===== config.mk =====
export PLATFORM = sky130hd
export DESIGN_NAME = scroll_text_sequencer_flat
export DESIGN_NICKNAME = d
export VERILOG_FILES = /design/src/rtl/scroll_text_sequencer_if.sv /design/src/rtl/scroll_text_sequencer.sv /design/src/flat_wrapper.sv
export SDC_FILE = /design/constraint.sdc
export NUM_CORES = 1
export LEC_CHECK = 0
export CAP_MARGIN = 5
export CORE_UTILIZATION = 57
export DETAILED_ROUTE_END_ITERATION = 10
export PLACE_DENSITY_LB_ADDON = 0.05
export SYNTH_ARGS = -nofsm -noshare
export SYNTH_HDL_FRONTEND = slang
export SYNTH_SLANG_ARGS = --single-unit
export TNS_END_PERCENT = 20

===== constraint.sdc =====
create_clock -name clk -period 5.5 [get_ports clk]
set_input_delay 1.1 -clock clk [delete_from_list [all_inputs] [get_ports clk]]
set_output_delay 1.1 -clock clk [all_outputs]
set_load 0.02 [all_outputs]

===== src/rtl/scroll_text_sequencer_if.sv =====
`default_nettype none
// +----------------------------------------------------------------------------+
// | scroll_text_sequencer_if                                                   |
// | Control, buffer-write and segment-output bundle of the text sequencer.     |
// | Rev 1.0 - initial release                                                  |
// +----------------------------------------------------------------------------+
interface scroll_text_sequencer_if #(
  parameter int MSG_MAX = 16,
  parameter int GAP     = 1
);
  localparam int c_AW = $clog2(MSG_MAX);
  localparam int c_PW = $clog2(MSG_MAX + GAP);

  logic              tick;
  logic              run;
  logic              dir;
  logic              wr_en;
  logic [c_AW-1:0]   wr_addr;
  logic [4:0]        wr_char;
  logic              len_wr;
  logic [c_AW:0]     len_in;
  logic [31:0]       seg_bus;
  logic [c_PW-1:0]   pos;
  logic              wrap_pulse;

  modport master (
    output tick, run, dir, wr_en, wr_addr, wr_char, len_wr, len_in,
    input  seg_bus, pos, wrap_pulse
  );

  modport slave (
    input  tick, run, dir, wr_en, wr_addr, wr_char, len_wr, len_in,
    output seg_bus, pos, wrap_pulse
  );
endinterface
`default_nettype wire


===== src/rtl/scroll_text_sequencer.sv =====
`default_nettype none
// +----------------------------------------------------------------------------+
// | scroll_text_sequencer                                                      |
// | Scrolls a 4-character window over a writable message buffer and emits      |
// | registered active-low seven-segment bytes for the digit scanner.           |
// | Rev 1.0 - initial release                                                  |
// +----------------------------------------------------------------------------+
module scroll_text_sequencer #(
  parameter int MSG_MAX    = 16,
  parameter int GAP        = 1,
  parameter int HOLD_TICKS = 2
) (
  input  wire                             clk,
  input  wire                             reset,
  scroll_text_sequencer_if.slave          bus
);
  localparam int c_AW = $clog2(MSG_MAX);
  localparam int c_LW = c_AW + 1;
  localparam int c_PW = $clog2(MSG_MAX + GAP);
  localparam int c_SW = ((c_PW > c_LW) ? c_PW : c_LW) + 1;
  localparam int c_HW = (HOLD_TICKS > 0) ? $clog2(HOLD_TICKS + 1) : 1;

  localparam logic [c_LW-1:0] c_LEN_MAX   = c_LW'(MSG_MAX);
  localparam logic [c_LW-1:0] c_WIN       = c_LW'(4);
  localparam logic [c_HW-1:0] c_HOLD_INIT = c_HW'(HOLD_TICKS);

  localparam logic [1:0] c_ST_IDLE   = 2'd0;
  localparam logic [1:0] c_ST_SCROLL = 2'd1;
  localparam logic [1:0] c_ST_HOLD   = 2'd2;

  logic [4:0]      r_buf [MSG_MAX];
  logic [c_LW-1:0] r_len;
  logic [c_PW-1:0] r_pos;
  logic [c_HW-1:0] r_hold;
  logic [1:0]      r_state;
  logic            r_wrap;
  logic [31:0]     r_seg;

  logic [c_SW-1:0] w_v;
  logic            w_short;
  logic            w_at_end;
  logic [c_PW-1:0] w_last;
  logic [31:0]     w_seg;

  function automatic logic [7:0] f_decode(input logic [4:0] code);
    case (code)
      5'd0:  f_decode = 8'h03;
      5'd1:  f_decode = 8'h9F;
      5'd2:  f_decode = 8'h25;
      5'd3:  f_decode = 8'h0D;
      5'd4:  f_decode = 8'h99;
      5'd5:  f_decode = 8'h49;
      5'd6:  f_decode = 8'h41;
      5'd7:  f_decode = 8'h1F;
      5'd8:  f_decode = 8'h01;
      5'd9:  f_decode = 8'h09;
      5'd10: f_decode = 8'h11;
      5'd11: f_decode = 8'hC1;
      5'd12: f_decode = 8'h63;
      5'd13: f_decode = 8'h85;
      5'd14: f_decode = 8'h61;
      5'd15: f_decode = 8'h71;
      5'd16: f_decode = 8'h91;
      5'd17: f_decode = 8'h9F;
      5'd18: f_decode = 8'h87;
      5'd19: f_decode = 8'hE3;
      5'd20: f_decode = 8'hD5;
      5'd21: f_decode = 8'hC5;
      5'd22: f_decode = 8'h31;
      5'd23: f_decode = 8'h49;
      5'd24: f_decode = 8'h83;
      5'd25: f_decode = 8'h25;
      5'd26: f_decode = 8'hFD;
      default: f_decode = 8'hFF;
    endcase
  endfunction

  assign w_v      = c_SW'(r_len) + c_SW'(GAP);
  assign w_short  = (r_len <= c_WIN);
  assign w_at_end = (c_SW'(r_pos) == (w_v - c_SW'(1)));
  assign w_last   = c_PW'(w_v - c_SW'(1));

  // Short messages sit still at the left; otherwise index wraps modulo len+GAP.
  for (genvar k = 0; k < 4; k++) begin : g_digit
    logic [c_SW-1:0] w_sum;
    logic [c_SW-1:0] w_idx;
    logic [4:0]      w_code;

    always_comb begin
      w_sum = c_SW'(r_pos) + c_SW'(k);
      if (w_short) begin
        w_idx = c_SW'(k);
      end else if (w_sum >= w_v) begin
        w_idx = w_sum - w_v;
      end else begin
        w_idx = w_sum;
      end
      w_code = (w_idx < c_SW'(r_len)) ? r_buf[w_idx[c_AW-1:0]] : 5'd31;
    end

    assign w_seg[(3-k)*8 +: 8] = f_decode(w_code);
  end

  always_ff @(posedge clk or posedge reset) begin
    if (reset) begin
      for (int i = 0; i < MSG_MAX; i++) begin
        r_buf[i] <= 5'd31;
      end
    end else if (bus.wr_en) begin
      r_buf[bus.wr_addr] <= bus.wr_char;
    end
  end

  always_ff @(posedge clk or posedge reset) begin
    if (reset) begin
      r_state <= c_ST_IDLE;
      r_len   <= '0;
      r_pos   <= '0;
      r_hold  <= '0;
      r_wrap  <= 1'b0;
    end else begin
      r_wrap <= 1'b0;
      if (bus.len_wr) begin
        // A tick in the same cycle is intentionally lost.
        r_len   <= (bus.len_in > c_LEN_MAX) ? c_LEN_MAX : bus.len_in;
        r_pos   <= '0;
        r_hold  <= '0;
        r_state <= c_ST_IDLE;
      end else begin
        case (r_state)
          c_ST_IDLE: begin
            if (bus.run && !w_short) begin
              r_state <= c_ST_SCROLL;
            end
          end
          c_ST_SCROLL: begin
            if (!bus.run || w_short) begin
              r_state <= c_ST_IDLE;
            end else if (bus.tick) begin
              if (!bus.dir) begin
                if (w_at_end) begin
                  r_pos   <= '0;
                  r_wrap  <= 1'b1;
                  r_hold  <= c_HOLD_INIT;
                  r_state <= c_ST_HOLD;
                end else begin
                  r_pos <= r_pos + 1'b1;
                end
              end else if (r_pos == '0) begin
                r_pos  <= w_last;
                r_wrap <= 1'b1;
              end else begin
                r_pos <= r_pos - 1'b1;
              end
            end
          end
          c_ST_HOLD: begin
            if (!bus.run) begin
              r_state <= c_ST_IDLE;
            end else if (bus.tick) begin
              if (r_hold <= c_HW'(1)) begin
                r_hold  <= '0;
                r_state <= c_ST_SCROLL;
              end else begin
                r_hold <= r_hold - 1'b1;
              end
            end
          end
          default: r_state <= c_ST_IDLE;
        endcase
      end
    end
  end

  always_ff @(posedge clk or posedge reset) begin
    if (reset) begin
      r_seg <= 32'hFFFF_FFFF;
    end else begin
      r_seg <= w_seg;
    end
  end

  assign bus.seg_bus    = r_seg;
  assign bus.pos        = r_pos;
  assign bus.wrap_pulse = r_wrap;

endmodule
`default_nettype wire


===== src/flat_wrapper.sv =====
// flat-port wrapper written by rule: the top's interface ports become plain ports
module scroll_text_sequencer_flat 
#(
  parameter int MSG_MAX    = 16,
  parameter int GAP        = 1,
  parameter int HOLD_TICKS = 2
)
  (clk, reset, bus_tick, bus_run, bus_dir, bus_wr_en, bus_wr_addr, bus_wr_char, bus_len_wr, bus_len_in, bus_seg_bus, bus_pos, bus_wrap_pulse);
  scroll_text_sequencer_if #(.MSG_MAX(MSG_MAX), .GAP(GAP)) bus_i ();
  input  wire clk;
  input  wire reset;
  input wire logic [$bits(bus_i.tick)-1:0] bus_tick;
  input wire logic [$bits(bus_i.run)-1:0] bus_run;
  input wire logic [$bits(bus_i.dir)-1:0] bus_dir;
  input wire logic [$bits(bus_i.wr_en)-1:0] bus_wr_en;
  input wire logic [$bits(bus_i.wr_addr)-1:0] bus_wr_addr;
  input wire logic [$bits(bus_i.wr_char)-1:0] bus_wr_char;
  input wire logic [$bits(bus_i.len_wr)-1:0] bus_len_wr;
  input wire logic [$bits(bus_i.len_in)-1:0] bus_len_in;
  output wire logic [$bits(bus_i.seg_bus)-1:0] bus_seg_bus;
  output wire logic [$bits(bus_i.pos)-1:0] bus_pos;
  output wire logic [$bits(bus_i.wrap_pulse)-1:0] bus_wrap_pulse;
  assign bus_i.tick = bus_tick;
  assign bus_i.run = bus_run;
  assign bus_i.dir = bus_dir;
  assign bus_i.wr_en = bus_wr_en;
  assign bus_i.wr_addr = bus_wr_addr;
  assign bus_i.wr_char = bus_wr_char;
  assign bus_i.len_wr = bus_len_wr;
  assign bus_i.len_in = bus_len_in;
  assign bus_seg_bus = bus_i.seg_bus;
  assign bus_pos = bus_i.pos;
  assign bus_wrap_pulse = bus_i.wrap_pulse;
  scroll_text_sequencer #(.MSG_MAX(MSG_MAX), .GAP(GAP), .HOLD_TICKS(HOLD_TICKS)) u_core (.clk(clk), .reset(reset), .bus(bus_i));
endmodule

# == Word-level counts from Yosys, hierarchy flattened ==
# Memory sizes are Yosys's and may differ from the RTL's. A register that Yosys moved wholly into a read port is not among the register bits.
# Index checks and enable logic that the tools add are counted.
# word_totals
inputBits,21
elab_cells,147
regBits,127
memories,4
out_inout_bits,38
romBits,896
# mem_list
name,depth,width,rd,rd_clocked_by_memory_dff,write_ports,line,source
(no name shown),32,7,1,1,0,scroll_text_sequencer.sv:46,case (code)
(no name shown),32,7,1,1,0,scroll_text_sequencer.sv:46,
(no name shown),32,7,1,1,0,scroll_text_sequencer.sv:46,
(no name shown),32,7,1,1,0,scroll_text_sequencer.sv:46,
# op_classes
n_mux,58
order_cmp,17
n_reduce_logical,13
eq_ne,16
add_sub_neg,12
n_bitwise,5
# ops
operator,count
$mux 5,21
$bmux 5 s4,4
$bwmux 80,1
$mux 6,8
$mux 2,14
$ge 5x5->1 const B,5
$not 4->5,5
$lt 6x5->1,4
$demux 5 s4,1
$ge 6x6->1,3
$sub 6x6->6,3
$ne 3x3->1 const B,5
$add 5x1->6 const B,2
$add 5x2->6 const B,2
$ne 4x3->1 const B,3
$mux 1,7
$reduce_and 7->1,1
$eq 5x6->1,1
$ge 5x6->1,1
$ne 3x2->1 const B,2
$pmux 2 s3,1
$reduce_and 6->1,1
$sub 5x6->6,1
$sub 6x1->6 const B,1
other kinds (21),24

# == Logic depth before layout (Yosys ltp) ==
# Gate-level depths: netlist of run 1.
# logic_depth
word_depth,9
ltp_mapped,26
ltp_nobuf,24

# == Worst setup path before layout of run 1 ==
# OpenSTA, ideal clock, no wires.
# synth_timing
path_type,flip-flop to flip-flop
start,"reg u_core.r_pos[0], in the netlist u_core.bus.pos[0]"
end,"reg u_core.r_seg[5], in the netlist u_core.bus.seg_bus[5]"
t_arrival_ns,5.693
n_path_buf,3
stages_incl_launch_ff,23
synth_period_minus_slack_ns,5.774
slack_ns,-0.274
required_ns,5.419
setup_ns,0.081
cell_sequence,dfrtp_1 -> clkbuf_1 -> inv_1 -> ha_1 -> xnor2_1 -> ha_1 -> nor2b_1 -> o21a_1 -> o32ai_2 -> mux2_2 -> or2_1 -> buf_2 -> clkinv_4 -> buf_6 -> ha_1 -> o31a_1 -> o2111a_1 -> a2111o_1 -> nor3_1 -> inv_1 -> ha_1 -> or3_1 -> a32oi_1
# synth_via
elab_chain_len,9
elab_cells_between_ends,11
classes_between,add/sub (2); order compare (2); mux (6); bitwise (1)
# synth_rtl
item,line,source
start: declaration,scroll_text_sequencer.sv:33,logic [c_PW-1:0] r_pos;
start signal: assignment,scroll_text_sequencer.sv:147,r_pos <= r_pos + 1'b1;
start signal: assignment,scroll_text_sequencer.sv:150,r_pos <= w_last;
start signal: assignment,scroll_text_sequencer.sv:153,r_pos <= r_pos - 1'b1;
$add 5x2->6 (*),scroll_text_sequencer.sv:90,w_sum = c_SW'(r_pos) + c_SW'(k);
$sub 6x6->6 / $ge 6x6->1 (equally long branches),"scroll_text_sequencer.sv:94, scroll_text_sequencer.sv:93",
$mux 6 (*),scroll_text_sequencer.sv:93,end else if (w_sum >= w_v) begin
$mux 6 (*),scroll_text_sequencer.sv:91,if (w_short) begin
$not 4->5 (not written as such),scroll_text_sequencer.sv:98,w_code = (w_idx < c_SW'(r_len)) ? r_buf[w_idx[c_AW-1:0]] : 5'd31;
$bmux 5 s4,scroll_text_sequencer.sv:98,
$mux 5 (not written as such) (2 in series),scroll_text_sequencer.sv:98,
$mux 5 (*),scroll_text_sequencer.sv:98,
end: declaration,scroll_text_sequencer.sv:37,logic [31:0] r_seg;
# Every way passes the cells marked *; elsewhere a longest branch is shown, timed or not. The select of a mux whose other input is x is not followed.
# A chain may end at the register's enable or synchronous reset.

# == Final worst setup path of run 1 ==
# layout_timing
start,reg u_core.r_len[0]
end,"reg u_core.r_seg[5], in the netlist u_core.bus.seg_bus[5]"
# layout_via
elab_chain_len,9
elab_cells_between_ends,12
classes_between,add/sub (2); order compare (3); mux (6); bitwise (1)
# layout_rtl
item,line,source
start: declaration,scroll_text_sequencer.sv:32,logic [c_LW-1:0] r_len;
start signal: assignment,scroll_text_sequencer.sv:125,r_len <= (bus.len_in > c_LEN_MAX) ? c_LEN_MAX : bus.len_in;
$add 5x1->6,scroll_text_sequencer.sv:78,assign w_v = c_SW'(r_len) + c_SW'(GAP);
$sub 6x6->6 / $ge 6x6->1 (equally long branches),"scroll_text_sequencer.sv:94, scroll_text_sequencer.sv:93",
$mux 6,scroll_text_sequencer.sv:93,
$mux 6,scroll_text_sequencer.sv:91,
$not 4->5 (not written as such),scroll_text_sequencer.sv:98,
$bmux 5 s4,scroll_text_sequencer.sv:98,
$mux 5 (not written as such) (2 in series),scroll_text_sequencer.sv:98,
$mux 5 (*),scroll_text_sequencer.sv:98,
# Marks and branches as above.

==> results of run 1 <==
synthesized netlist by cell type (all sizes together) (10+ instances only):
library cell,number
a211oi,25
a21oi,59
a22o,10
a31oi,19
and2,11
and3,10
buf,60
clkbuf,26
dfrtp,15
dfstp,108
ha,59
inv,64
mux2,92
mux2i,113
mux4,14
nand2,120
nand2b,15
nand3,57
nand4,15
nor2,76
nor2b,13
nor3,22
o2111ai,10
o211ai,24
o21a,10
o21ai,81
o221ai,11
o22ai,12
o31ai,13
or2,10
or3,15
xnor2,28
xor2,14
state kept, by name, summed over array words and instances, names as in the netlist:
register	count
u_core.r_hold	2
u_core.r_state	2
u_core.r_buf	80
u_core.bus.pos	5
u_core.bus.seg_bus	28
u_core.bus.wrap_pulse	1
u_core.r_len	5
stage by stage:
| step | setup slack, ps | power (uW) |
|---|---|---|
| final | 245 | 6520 |
| after global routing | 3.94 | 6900 |
| after CTS | 4.25 | 6410 |
| after detailed placement | -0.407 | 5230 |
| after global placement | 122 | 5190 |
| after floorplan | 56.1 | 4160 |
worst min-delay path: cells and delay by family (launching register included):
family / cells / cell delay, ps
flops: 1 / 370
compound gates: 2 / 130
power by group through the flow:
stage	Clock (uW)	Sequential, uW	Combinational [uW]
floorplan	0	1630	2530
global placement	0	1590	3600
detailed placement	0	1600	3630
CTS	1170	1590	3650
global route	1210	1630	4060
finish	1170	1600	3750
kinds of logic after synthesis:
| family | share of synthesized area, % |
|---|---|
| flip-flops | 25.8 |
| XOR/XNOR | 3.28 |
| AO/OA/AOI/OAI | 21.8 |
| AND/OR/NAND/NOR | 15.9 |
| multiplexers | 20.1 |
| other | 0.0301 |
| adder cells (fa/ha/maj) | 6.89 |
| buffers and inverters | 6.24 |
path summary, 6_finish.rpt:
check	from	to	slack, ps	cells after the start
min	u_core.r_hold[1]	u_core.r_hold[1]	550	2
max	u_core.r_len[0]	u_core.bus.seg_bus[5]	240	18
min reg2reg	u_core.r_hold[1]	u_core.r_hold[1]	550	2
min in group asynchronous	reset	u_core.r_buf[48]	1380	2
max in group asynchronous	reset	u_core.bus.seg_bus[12]	3430	3
max reg2reg	u_core.r_len[0]	u_core.bus.seg_bus[5]	240	18
timing repair:
action | CTS | global route
gates resized for setup | 0 | 17
endpoints found under the setup margin | 0 | 27
buffers inserted | 0 | 3
layer usage:
layer	share of wire, %	global-route usage (%)	vias up
li1	-	-	5338
met1	42	51.4	5695
met2	43	54.8	650
met3	10	8.57	125
met4	3.9	16.1	0
met5	0	0	-
final cells by class:
| cell class | count | area [um^2] |
|---|---|---|
| multi-input combinational | 1097 | 8570 |
| tap | 275 | 344 |
| clock inverter | 15 | 175 |
| sequential | 123 | 3220 |
| inverter | 67 | 270 |
| timing repair buffer | 148 | 1280 |
| fill | 1749 | 6940 |
| clock buffer | 17 | 425 |
==> flow_summary.html, run 1 <==
<table>
<tr><th>Metric</th><th>Value</th></tr>
<tr><th colspan="2">Clocking</th></tr>
<tr><td>Skew-Pair Late Insertion Delay</td><td>430 ps</td></tr>
<tr><td>Root Buffer Master</td><td>sky130_fd_sc_hd__clkbuf_16</td></tr>
<tr><td>Clock buffer depth</td><td>2</td></tr>
<tr><td>Clock Sinks</td><td>123</td></tr>
<tr><td>Clock tree from TritonCTS</td><td>done</td></tr>
<tr><td>Clock slew seen by the registers of the worst setup and hold paths</td><td>60 ps</td></tr>
<tr><td>Num CTS Buffers</td><td>17</td></tr>
<tr><td>CTS H-Tree Depth</td><td>4</td></tr>
<tr><td>Hold-fix buffers at CTS</td><td>0</td></tr>
<tr><th colspan="2">Floorplanning</th></tr>
<tr><td>Site Rows</td><td>53</td></tr>
<tr><td>Die ar.</td><td>22500 um^2</td></tr>
<tr><td>Horizontal extent of the die</td><td>150 um</td></tr>
<tr><td>Y dimension of the die</td><td>150 um</td></tr>
<tr><td>Number of placed I/O pins</td><td>59</td></tr>
<tr><td>Floorplan Core Area</td><td>21200 um^2</td></tr>
<tr><td>Starting density of the core</td><td>58.8%</td></tr>
<tr><th colspan="2">Worst hold path</th></tr>
<tr><td>Worst min path class</td><td>reg -&gt; reg</td></tr>
<tr><th colspan="2">Cells and area</th></tr>
<tr><td>Final Instance Count excl. Fillers</td><td>1742</td></tr>
<tr><td>Finished Core Util</td><td>67.3%</td></tr>
<tr><td>Total number of nets in the final design</td><td>1538</td></tr>
<tr><td>Non-Filler Cell Area, Final</td><td>14300 um^2</td></tr>
<tr><td>Most common library cell in the layout ignoring fill and taps</td><td>sky130_fd_sc_hd__nand2_1</td></tr>
<tr><td>Area Growth Syn to Fin</td><td>14.6%</td></tr>
<tr><td>Antenna diode instance count</td><td>0</td></tr>
<tr><td>Share of post-route cells with drive strength above 1</td><td>27.7%</td></tr>
<tr><td>Leading cell types in the layout, fill and taps excluded</td><td>sky130_fd_sc_hd__nand2_1, sky130_fd_sc_hd__mux2i_1, sky130_fd_sc_hd__dfstp_2</td></tr>
<tr><th colspan="2">Timing</th></tr>
<tr><td>Min Tclk post-route</td><td>5260 ps</td></tr>
<tr><td>Hold slack</td><td>546 ps</td></tr>
<tr><td>Max-slew headroom at the worst pin</td><td>31.5%</td></tr>
<tr><td>Count of endpoints failing hold in the final timing report</td><td>0</td></tr>
<tr><td>Setup repair after global routing missed its margin</td><td>false</td></tr>
<tr><td>Final critical-path share of the clock period</td><td>95.6%</td></tr>
<tr><td>Final slew viol count</td><td>0</td></tr>
<tr><td>Setup-violating endpoint count in the final report</td><td>0</td></tr>
<tr><td>Total negative slack</td><td>0 ps</td></tr>
<tr><td>Fmax</td><td>190 MHz</td></tr>
<tr><td>Tightest Pin Transition</td><td>1010 ps</td></tr>
<tr><td>Worst-case clock skew</td><td>15.3 ps</td></tr>
<tr><th colspan="2">Pwr</th></tr>
<tr><td>Combinational power share</td><td>57.5%</td></tr>
<tr><td>Static Leakage</td><td>0.00582 uW</td></tr>
<tr><td>Part of the total power dissipated in the clock network</td><td>17.9%</td></tr>
<tr><td>Worst vdd ir</td><td>0.320 mV</td></tr>
<tr><td>P_sw</td><td>2910 uW</td></tr>
<tr><td>Internal Dissipation</td><td>3610 uW</td></tr>
<tr><td>Sequential cell fraction of total power</td><td>24.6%</td></tr>
<tr><td>Switching share of power</td><td>44.6%</td></tr>
<tr><td>Power per cell area</td><td>456 nW/um^2</td></tr>
<tr><th colspan="2">Synth</th></tr>
<tr><td>Syn_area_per_cell</td><td>9.10 um^2</td></tr>
<tr><td>Seq/Total Area, Yosys</td><td>25.8%</td></tr>
<tr><td>Top cells by area, synth</td><td>sky130_fd_sc_hd__dfstp_2, sky130_fd_sc_hd__mux2i_1, sky130_fd_sc_hd__mux2_2, sky130_fd_sc_hd__ha_1, sky130_fd_sc_hd__nand2_1</td></tr>
<tr><td>Flip-flop and latch count after synthesis</td><td>123</td></tr>
<tr><td>Yosys top cell area share</td><td>22.8%</td></tr>
<tr><td>Async SR Flop Fraction</td><td>100%</td></tr>
<tr><td>Predominant post-synthesis flop cell</td><td>sky130_fd_sc_hd__dfstp_2</td></tr>
<tr><td>Leading area contributor after synthesis</td><td>sky130_fd_sc_hd__dfstp_2</td></tr>
<tr><td>Warnings, synthesis</td><td>0</td></tr>
<tr><td>Cells after synthesis</td><td>1370</td></tr>
<tr><td>Netlist area before placement</td><td>12500 um^2</td></tr>
<tr><td>Unique cell type count in the Yosys netlist</td><td>110</td></tr>
<tr><td>Number of enable flip-flop cells after synthesis</td><td>0</td></tr>
<tr><th colspan="2">Placement</th></tr>
<tr><td>Count of input and output buffers</td><td>54</td></tr>
<tr><td>Placed cell areas</td><td>13600 um^2</td></tr>
<tr><td>Final Wtd Congestion</td><td>0.962</td></tr>
<tr><td>DP Cell Count</td><td>1707</td></tr>
<tr><td>DP Wirelength</td><td>29900 um</td></tr>
<tr><th colspan="2">Job</th></tr>
<tr><td>Max capacitance violation total</td><td>0</td></tr>
<tr><th colspan="2">Detailed routing</th></tr>
<tr><td>Antenna Violating Nets Remaining</td><td>0</td></tr>
<tr><td>Via density per instance</td><td>6.78</td></tr>
<tr><td>Average wire per cell in the routed design</td><td>23.6 um</td></tr>
<tr><td>DRC</td><td>0</td></tr>
<tr><td>Router iterations before antenna repair</td><td>6</td></tr>
<tr><td>Wire length after detailed routing</td><td>41100 um</td></tr>
<tr><td>Vias post-DR</td><td>11.8k</td></tr>
<tr><td>DR iter-0 viols</td><td>1319</td></tr>
<tr><th colspan="2">GRT</th></tr>
<tr><td>Total routing usage reported by global routing</td><td>37.1%</td></tr>
<tr><td>Maximum number of pins on one net before global-route repair</td><td>48</td></tr>
<tr><td>Antenna violations before repair</td><td>0</td></tr>
<tr><td>Overflow left after global routing</td><td>0</td></tr>
<tr><td>Via count of the first global-routing pass</td><td>10.8k</td></tr>
<tr><td>Global-route wire length before repair</td><td>62600 um</td></tr>
<tr><th colspan="2">Worst setup path</th></tr>
<tr><td>Arrival time at the worst endpoint</td><td>5600 ps</td></tr>
<tr><td>Max incr delay on CP</td><td>880 ps</td></tr>
<tr><td>Type of the worst setup path</td><td>reg -&gt; reg</td></tr>
<tr><td>Largest delay contributor family on the critical path</td><td>compound AO/OA/AOI/OAI gates</td></tr>
<tr><td>Startpoint types</td><td>flip-flop</td></tr>
<tr><td>Data required time of the worst path</td><td>5850 ps</td></tr>
<tr><td>Critical path buffer and inverter count</td><td>4</td></tr>
<tr><td>Largest fanout on the critical path</td><td>8</td></tr>
<tr><td>Setup crit end kind</td><td>flip-flop</td></tr>
<tr><td>Slowest CP cell</td><td>sky130_fd_sc_hd__o311ai_1</td></tr>
<tr><td>Critical-path cell list</td><td>ha_1, xnor2_1, buf_4, ha_1, nor2b_1, o21a_1, o32ai_4, a21boi_2, buf_4, or2_0, o311ai_1, inv_1, o221ai_2, nor2_1, buf_4, ha_1, or3_1, a32oi_1</td></tr>
<tr><th colspan="2">Outcome</th></tr>
<tr><td>Outcome</td><td>completed</td></tr>
</table>
(Power assumes the default switching activity.)
==> run 2: changes to the inputs <==
CTS_BUF_LIST = sky130_fd_sc_hd__clkbuf_8 sky130_fd_sc_hd__clkbuf_16   (was unset)
HOLD_SLACK_MARGIN = 0.02   (was unset)
MAX_ROUTING_LAYER = met4   (was unset)
==> flow_summary.html, run 2 (synthesized netlist as in run 1, its figures left out) <==
<table>
<tr><th>Metric</th><th>Value</th></tr>
<tr><th colspan="2">Timing</th></tr>
<tr><td>Final critical-path share of the clock period</td><td>94.9%</td></tr>
<tr><td>Worst-case clock skew</td><td>17.0 ps</td></tr>
<tr><td>Count of endpoints failing hold in the final timing report</td><td>0</td></tr>
<tr><td>Setup-violating endpoint count in the final report</td><td>0</td></tr>
<tr><td>Min Tclk post-route</td><td>5220 ps</td></tr>
<tr><td>Setup repair after global routing missed its margin</td><td>false</td></tr>
<tr><td>Total negative slack</td><td>0 ps</td></tr>
<tr><td>Max-slew headroom at the worst pin</td><td>30.0%</td></tr>
<tr><td>Tightest Pin Transition</td><td>1050 ps</td></tr>
<tr><td>Final slew viol count</td><td>0</td></tr>
<tr><td>PnR worst setup slack</td><td>282 ps</td></tr>
<tr><td>Fmax</td><td>192 MHz</td></tr>
<tr><th colspan="2">Pwr</th></tr>
<tr><td>Worst vdd ir</td><td>0.260 mV</td></tr>
<tr><td>Static Leakage</td><td>0.00582 uW</td></tr>
<tr><td>Power per cell area</td><td>456 nW/um^2</td></tr>
<tr><th colspan="2">Detailed routing</th></tr>
<tr><td>Via density per instance</td><td>6.73</td></tr>
<tr><td>Average wire per cell in the routed design</td><td>23.7 um</td></tr>
<tr><td>DRC</td><td>0</td></tr>
<tr><td>DR iter-0 viols</td><td>1288</td></tr>
<tr><td>Antenna Violating Nets Remaining</td><td>0</td></tr>
<tr><td>Vias post-DR</td><td>11.7k</td></tr>
<tr><td>Router iterations before antenna repair</td><td>6</td></tr>
<tr><td>Wire length after detailed routing</td><td>41300 um</td></tr>
<tr><th colspan="2">Floorplanning</th></tr>
<tr><td>Horizontal extent of the die</td><td>150 um</td></tr>
<tr><td>Number of placed I/O pins</td><td>59</td></tr>
<tr><td>Starting density of the core</td><td>58.8%</td></tr>
<tr><td>Floorplan Core Area</td><td>21200 um^2</td></tr>
<tr><td>Y dimension of the die</td><td>150 um</td></tr>
<tr><td>Site Rows</td><td>53</td></tr>
<tr><td>Die ar.</td><td>22500 um^2</td></tr>
<tr><th colspan="2">Cells and area</th></tr>
<tr><td>Share of post-route cells with drive strength above 1</td><td>28.4%</td></tr>
<tr><td>Leading cell types in the layout, fill and taps excluded</td><td>sky130_fd_sc_hd__nand2_1, sky130_fd_sc_hd__mux2i_1, sky130_fd_sc_hd__dfstp_2</td></tr>
<tr><td>Max FFs per register</td><td>80</td></tr>
<tr><td>Number of inserted filler cells in the final layout</td><td>1787</td></tr>
<tr><td>Antenna diode instance count</td><td>0</td></tr>
<tr><td>Non-Filler Cell Area, Final</td><td>14300 um^2</td></tr>
<tr><td>Most common library cell in the layout ignoring fill and taps</td><td>sky130_fd_sc_hd__nand2_1</td></tr>
<tr><td>Most flops, register</td><td>u_core.r_buf</td></tr>
<tr><td>Total number of nets in the final design</td><td>1538</td></tr>
<tr><td>Area Growth Syn to Fin</td><td>14.7%</td></tr>
<tr><td>Finished Core Util</td><td>67.4%</td></tr>
<tr><th colspan="2">Placement</th></tr>
<tr><td>DP Wirelength</td><td>30400 um</td></tr>
<tr><td>Count of input and output buffers</td><td>54</td></tr>
<tr><td>Placed cell areas</td><td>13600 um^2</td></tr>
<tr><td>Final Wtd Congestion</td><td>0.976</td></tr>
<tr><td>Worst Setup Slack post-DPL</td><td>1.75 ps</td></tr>
<tr><th colspan="2">Worst setup path</th></tr>
<tr><td>Type of the worst setup path</td><td>reg -&gt; reg</td></tr>
<tr><td>Largest fanout on the critical path</td><td>7</td></tr>
<tr><td>Startpoint types</td><td>flip-flop</td></tr>
<tr><td>Data required time of the worst path</td><td>5860 ps</td></tr>
<tr><td>Arrival time at the worst endpoint</td><td>5580 ps</td></tr>
<tr><td>Setup crit end kind</td><td>flip-flop</td></tr>
<tr><th colspan="2">Clocking</th></tr>
<tr><td>Setup bufs post-CTS</td><td>0</td></tr>
<tr><td>Clock buffer depth</td><td>2</td></tr>
<tr><td>CTS H-Tree Depth</td><td>4</td></tr>
<tr><td>Clock tree from TritonCTS</td><td>done</td></tr>
<tr><td>Root Buffer Master</td><td>sky130_fd_sc_hd__clkbuf_16</td></tr>
<tr><td>Clock slew seen by the registers of the worst setup and hold paths</td><td>80 ps</td></tr>
<tr><td>Hold-fix buffers at CTS</td><td>0</td></tr>
<tr><td>Num CTS Buffers</td><td>17</td></tr>
<tr><td>Clock Sinks</td><td>123</td></tr>
<tr><td>Skew-Pair Late Insertion Delay</td><td>440 ps</td></tr>
<tr><th colspan="2">GRT</th></tr>
<tr><td>Total routing usage reported by global routing</td><td>38.9%</td></tr>
<tr><td>Overflow left after global routing</td><td>0</td></tr>
<tr><td>Antenna violations before repair</td><td>0</td></tr>
<tr><td>Maximum number of pins on one net before global-route repair</td><td>49</td></tr>
<tr><td>Global-route wire length before repair</td><td>63600 um</td></tr>
<tr><td>Via count of the first global-routing pass</td><td>11.0k</td></tr>
<tr><th colspan="2">Worst hold path</th></tr>
<tr><td>Worst min path class</td><td>reg -&gt; reg</td></tr>
<tr><th colspan="2">Outcome</th></tr>
<tr><td>Outcome</td><td>completed</td></tr>
<tr><th colspan="2">Job</th></tr>
<tr><td>Max capacitance violation total</td><td>0</td></tr>
</table>
-- run 2: repair_timing --
action,4_1_cts,5_1_grt
setup endpoints to repair,1,27
pin swaps,0,1
gates resized for setup,1,28
-- run 2: metal layers --
| metal | up-vias | wire length [um] | GRT usage (%) |
|---|---|---|---|
| met5 | - | 0 | - |
| met4 | 0 | 1750 | 15.6 |
| met3 | 115 | 3760 | 7.56 |
| met2 | 588 | 18100 | 56.9 |
| met1 | 5694 | 17700 | 52.4 |
| li1 | 5318 | - | - |
-- run 2: final cells by class --
cell class	instances	area, um^2	share of cell area [%]
clock inverters	15	154	1.08
inverters	67	270	1.89
multi-input cells	1097	8620	60.3
repair buffers	148	1270	8.91
well taps	275	344	2.41
flip-flops and latches	123	3220	22.5
clock buffers	17	425	2.97
-- run 2: worst max-delay path, stage by stage (launching register included) --
cell and delay [ps]:
sky130_fd_sc_hd__dfrtp_2 450, sky130_fd_sc_hd__inv_1 100, sky130_fd_sc_hd__ha_1 280, sky130_fd_sc_hd__xnor2_4 300
sky130_fd_sc_hd__ha_1 340, sky130_fd_sc_hd__nor2b_1 150, sky130_fd_sc_hd__o21a_1 240, sky130_fd_sc_hd__o32ai_4 340
sky130_fd_sc_hd__mux2_2 370, sky130_fd_sc_hd__or2_1 270, sky130_fd_sc_hd__clkinv_4 60, sky130_fd_sc_hd__ha_1 210
sky130_fd_sc_hd__o31a_1 110, sky130_fd_sc_hd__o2111a_1 260, sky130_fd_sc_hd__a2111o_1 500, sky130_fd_sc_hd__nor3_4 260
sky130_fd_sc_hd__inv_1 120, sky130_fd_sc_hd__ha_1 220, sky130_fd_sc_hd__or3_1 360, sky130_fd_sc_hd__a32oi_1 170
-- run 2: metrics by stage --
step / hold WS (ps) / instances / total power (uW)
floorplan: 500 / 1373 / 4160
global placement: 530 / 1710 / 5220
detailed placement: 543 / 1710 / 5260
CTS: 555 / 1742 / 6420
global route: 594 / 1742 / 6910
finish: 553 / 1742 / 6520
-- run 2: report_power, final --
part           leakage (uW)  internal [uW]  switching [uW]  total [uW]
combinational       0.00421           1630            2140        3770
clock              0.000281            639             500        1140
sequential          0.00133           1340             267        1610
total               0.00582           3610            2900        6520
-- run 2: final timing paths --
kind                              startpoint                     end  slack, ps  cells after the start
setup / recovery           u_core.bus.pos[1]   u_core.bus.seg_bus[5]        280                     19
hold / removal              u_core.r_hold[1]        u_core.r_hold[1]        550                      2
setup reg to reg           u_core.bus.pos[1]   u_core.bus.seg_bus[5]        280                     19
hold reg to reg             u_core.r_hold[1]        u_core.r_hold[1]        550                      2
max in group asynchronous              reset  u_core.bus.seg_bus[15]       3380                      3
min in group asynchronous              reset       u_core.bus.pos[3]       1140                      2
==> run 3: changes to the inputs <==
CAP_MARGIN = 20   (was 5)
CORE_MARGIN = 5   (was unset)
==> flow_summary.html, run 3 (synthesized netlist as in run 1, its figures left out) <==
<table>
<tr><th>Metric</th><th>Value</th></tr>
<tr><th colspan="2">Pwr</th></tr>
<tr><td>P_sw</td><td>2900 uW</td></tr>
<tr><td>Power per cell area</td><td>454 nW/um^2</td></tr>
<tr><td>Static Leakage</td><td>0.00574 uW</td></tr>
<tr><td>Combinational power share</td><td>58.0%</td></tr>
<tr><td>Switching share of power</td><td>45.1%</td></tr>
<tr><td>Worst vdd ir</td><td>0.297 mV</td></tr>
<tr><td>Internal Dissipation</td><td>3530 uW</td></tr>
<tr><td>Part of the total power dissipated in the clock network</td><td>17.1%</td></tr>
<tr><td>Sequential cell fraction of total power</td><td>24.9%</td></tr>
<tr><th colspan="2">Timing</th></tr>
<tr><td>Fmax</td><td>189 MHz</td></tr>
<tr><td>Worst-case clock skew</td><td>10.7 ps</td></tr>
<tr><td>Final critical-path share of the clock period</td><td>96.1%</td></tr>
<tr><td>Min Tclk post-route</td><td>5280 ps</td></tr>
<tr><td>Setup-violating endpoint count in the final report</td><td>0</td></tr>
<tr><td>Max-slew headroom at the worst pin</td><td>31.0%</td></tr>
<tr><td>Hold slack</td><td>552 ps</td></tr>
<tr><td>PnR worst setup slack</td><td>215 ps</td></tr>
<tr><td>Final slew viol count</td><td>0</td></tr>
<tr><td>Setup repair after global routing missed its margin</td><td>true</td></tr>
<tr><td>Count of endpoints failing hold in the final timing report</td><td>0</td></tr>
<tr><td>Tightest Pin Transition</td><td>1030 ps</td></tr>
<tr><th colspan="2">Detailed routing</th></tr>
<tr><td>Via density per instance</td><td>6.82</td></tr>
<tr><td>Wire length after detailed routing</td><td>40900 um</td></tr>
<tr><td>DR iter-0 viols</td><td>1524</td></tr>
<tr><td>DRC</td><td>0</td></tr>
<tr><td>Router iterations before antenna repair</td><td>6</td></tr>
<tr><td>Average wire per cell in the routed design</td><td>23.5 um</td></tr>
<tr><td>Vias post-DR</td><td>11.8k</td></tr>
<tr><td>Antenna Violating Nets Remaining</td><td>0</td></tr>
<tr><th colspan="2">Worst setup path</th></tr>
<tr><td>Largest fanout on the critical path</td><td>10</td></tr>
<tr><td>Data required time of the worst path</td><td>5810 ps</td></tr>
<tr><td>Type of the worst setup path</td><td>reg -&gt; reg</td></tr>
<tr><td>Arrival time at the worst endpoint</td><td>5600 ps</td></tr>
<tr><td>Startpoint types</td><td>flip-flop</td></tr>
<tr><td>Reg-to-reg setup timing slack</td><td>220 ps</td></tr>
<tr><td>Setup crit end kind</td><td>flip-flop</td></tr>
<tr><th colspan="2">Cells and area</th></tr>
<tr><td>Total number of nets in the final design</td><td>1528</td></tr>
<tr><td>Leading cell types in the layout, fill and taps excluded</td><td>sky130_fd_sc_hd__nand2_1, sky130_fd_sc_hd__mux2i_1, sky130_fd_sc_hd__dfstp_2</td></tr>
<tr><td>Number of inserted filler cells in the final layout</td><td>1796</td></tr>
<tr><td>Area Growth Syn to Fin</td><td>13.5%</td></tr>
<tr><td>Share of post-route cells with drive strength above 1</td><td>27.1%</td></tr>
<tr><td>Most flops, register</td><td>u_core.r_buf</td></tr>
<tr><td>Most common library cell in the layout ignoring fill and taps</td><td>sky130_fd_sc_hd__nand2_1</td></tr>
<tr><td>FF/Latch Area</td><td>3220 um^2</td></tr>
<tr><td>Finished Core Util</td><td>65.3%</td></tr>
<tr><td>Multi-input combinational cell area</td><td>8560 um^2</td></tr>
<tr><td>Max FFs per register</td><td>80</td></tr>
<tr><td>Antenna diode instance count</td><td>0</td></tr>
<tr><th colspan="2">Worst hold path</th></tr>
<tr><td>Worst min path class</td><td>reg -&gt; reg</td></tr>
<tr><th colspan="2">Placement</th></tr>
<tr><td>Count of input and output buffers</td><td>54</td></tr>
<tr><td>Worst Setup Slack post-DPL</td><td>5.98 ps</td></tr>
<tr><td>DP Wirelength</td><td>29800 um</td></tr>
<tr><td>Final Wtd Congestion</td><td>1.04</td></tr>
<tr><th colspan="2">Floorplanning</th></tr>
<tr><td>Floorplan Core Area</td><td>21700 um^2</td></tr>
<tr><td>Starting density of the core</td><td>57.5%</td></tr>
<tr><td>Y dimension of the die</td><td>158 um</td></tr>
<tr><td>Die ar.</td><td>24900 um^2</td></tr>
<tr><td>Site Rows</td><td>54</td></tr>
<tr><td>Number of placed I/O pins</td><td>59</td></tr>
<tr><td>Horizontal extent of the die</td><td>158 um</td></tr>
<tr><th colspan="2">Clocking</th></tr>
<tr><td>CTS H-Tree Depth</td><td>4</td></tr>
<tr><td>Clock Sinks</td><td>123</td></tr>
<tr><td>Root Buffer Master</td><td>sky130_fd_sc_hd__clkbuf_16</td></tr>
<tr><td>Clock tree from TritonCTS</td><td>done</td></tr>
<tr><td>Num CTS Buffers</td><td>17</td></tr>
<tr><td>Clock slew seen by the registers of the worst setup and hold paths</td><td>60 ps</td></tr>
<tr><td>Skew-Pair Late Insertion Delay</td><td>440 ps</td></tr>
<tr><td>Clock buffer depth</td><td>2</td></tr>
<tr><td>Hold-fix buffers at CTS</td><td>0</td></tr>
<tr><th colspan="2">Outcome</th></tr>
<tr><td>Outcome</td><td>completed</td></tr>
<tr><th colspan="2">GRT</th></tr>
<tr><td>Via count of the first global-routing pass</td><td>11.1k</td></tr>
<tr><td>Maximum number of pins on one net before global-route repair</td><td>75</td></tr>
<tr><td>Overflow left after global routing</td><td>0</td></tr>
<tr><td>Total routing usage reported by global routing</td><td>33.8%</td></tr>
<tr><td>Antenna violations before repair</td><td>0</td></tr>
<tr><td>Global-route wire length before repair</td><td>63600 um</td></tr>
<tr><th colspan="2">Job</th></tr>
<tr><td>Max capacitance violation total</td><td>0</td></tr>
</table>
[run 3: changes by cell type in the layout (fill, tap and decap cells not counted), sizes merged]
cell | previous run | this run
clkinvlp | 2 | 4
clkinv | 7 | 6
bufinv | 1 | 0
buf | 94 | 84
[run 3: stage by stage]
step           TNS [ps]  total power (uW)  cell area, um^2  cells
2_1_floorplan         0              4160            12500   1373
3_3_place_gp          0              5160            13500   1700
3_5_place_dp          0              5210            13500   1700
4_1_cts               0              6320            14100   1732
5_1_grt           -80.5              6820            14200   1737
6_report              0              6430            14200   1737
[run 3: cell type report]
type / count / area share (%)
clock buffers: 17 / 3.01
flip-flops and latches: 123 / 22.7
repair buffers: 138 / 8.48
well taps: 280 / 2.47
inverters: 67 / 1.89
multi-input cells: 1097 / 60.5
clock inverters: 15 / 0.937
[run 3: power by group through the flow]
| stage | clock network, uW | registers, uW | logic, uW |
|---|---|---|---|
| final | 1100 | 1600 | 3730 |
| after global routing | 1160 | 1620 | 4040 |
| after CTS | 1110 | 1590 | 3630 |
| after detailed placement | 0 | 1600 | 3600 |
| after global placement | 0 | 1590 | 3560 |
| after floorplan | 0 | 1630 | 2530 |
[run 3: routing by layer]
metal  up-vias  global-route usage [%]  share of wire, %
li1       5306                       -                 -
met1      5681                    45.0                41
met2       726                    51.3                45
met3       127                    6.78                10
met4         0                    12.5               3.8
met5         -                       -                 0
[run 3: final timing paths]
check	endpoint	start	cells past startpoint
setup / recovery	u_core.bus.seg_bus[31]	u_core.r_len[0]	20
hold reg to reg	u_core.r_hold[0]	u_core.r_hold[0]	2
min in group asynchronous	u_core.r_hold[1]	reset	2
max in group asynchronous	u_core.bus.seg_bus[14]	reset	3
setup reg to reg	u_core.bus.seg_bus[31]	u_core.r_len[0]	20
hold / removal	u_core.r_hold[0]	u_core.r_hold[0]	2
[run 3: critical path, stage by stage (launching register included)]
cell	delay [ps]
sky130_fd_sc_hd__dfrtp_1	410
sky130_fd_sc_hd__ha_1	240
sky130_fd_sc_hd__xnor2_1	130
sky130_fd_sc_hd__buf_4	170
sky130_fd_sc_hd__ha_1	340
sky130_fd_sc_hd__a21oi_1	100
sky130_fd_sc_hd__and2_1	160
sky130_fd_sc_hd__maj3_2	370
sky130_fd_sc_hd__o21a_2	290
sky130_fd_sc_hd__or4_4	520
sky130_fd_sc_hd__a21o_4	280
sky130_fd_sc_hd__clkinv_4	120
sky130_fd_sc_hd__ha_1	260
sky130_fd_sc_hd__a21o_1	190
sky130_fd_sc_hd__a21oi_1	130
sky130_fd_sc_hd__and3_2	260
sky130_fd_sc_hd__o31ai_2	140
sky130_fd_sc_hd__nor2_2	350
sky130_fd_sc_hd__nand2_1	160
sky130_fd_sc_hd__and3_1	240
sky130_fd_sc_hd__o31ai_1	310
[run 3: what timing repair did]
action / in CTS / in global routing
gates resized for setup: 1 / 14
setup buffers: 0 / 5
pin swaps: 0 / 1
gates cloned: 0 / 0
setup endpoints to repair: 1 / 23
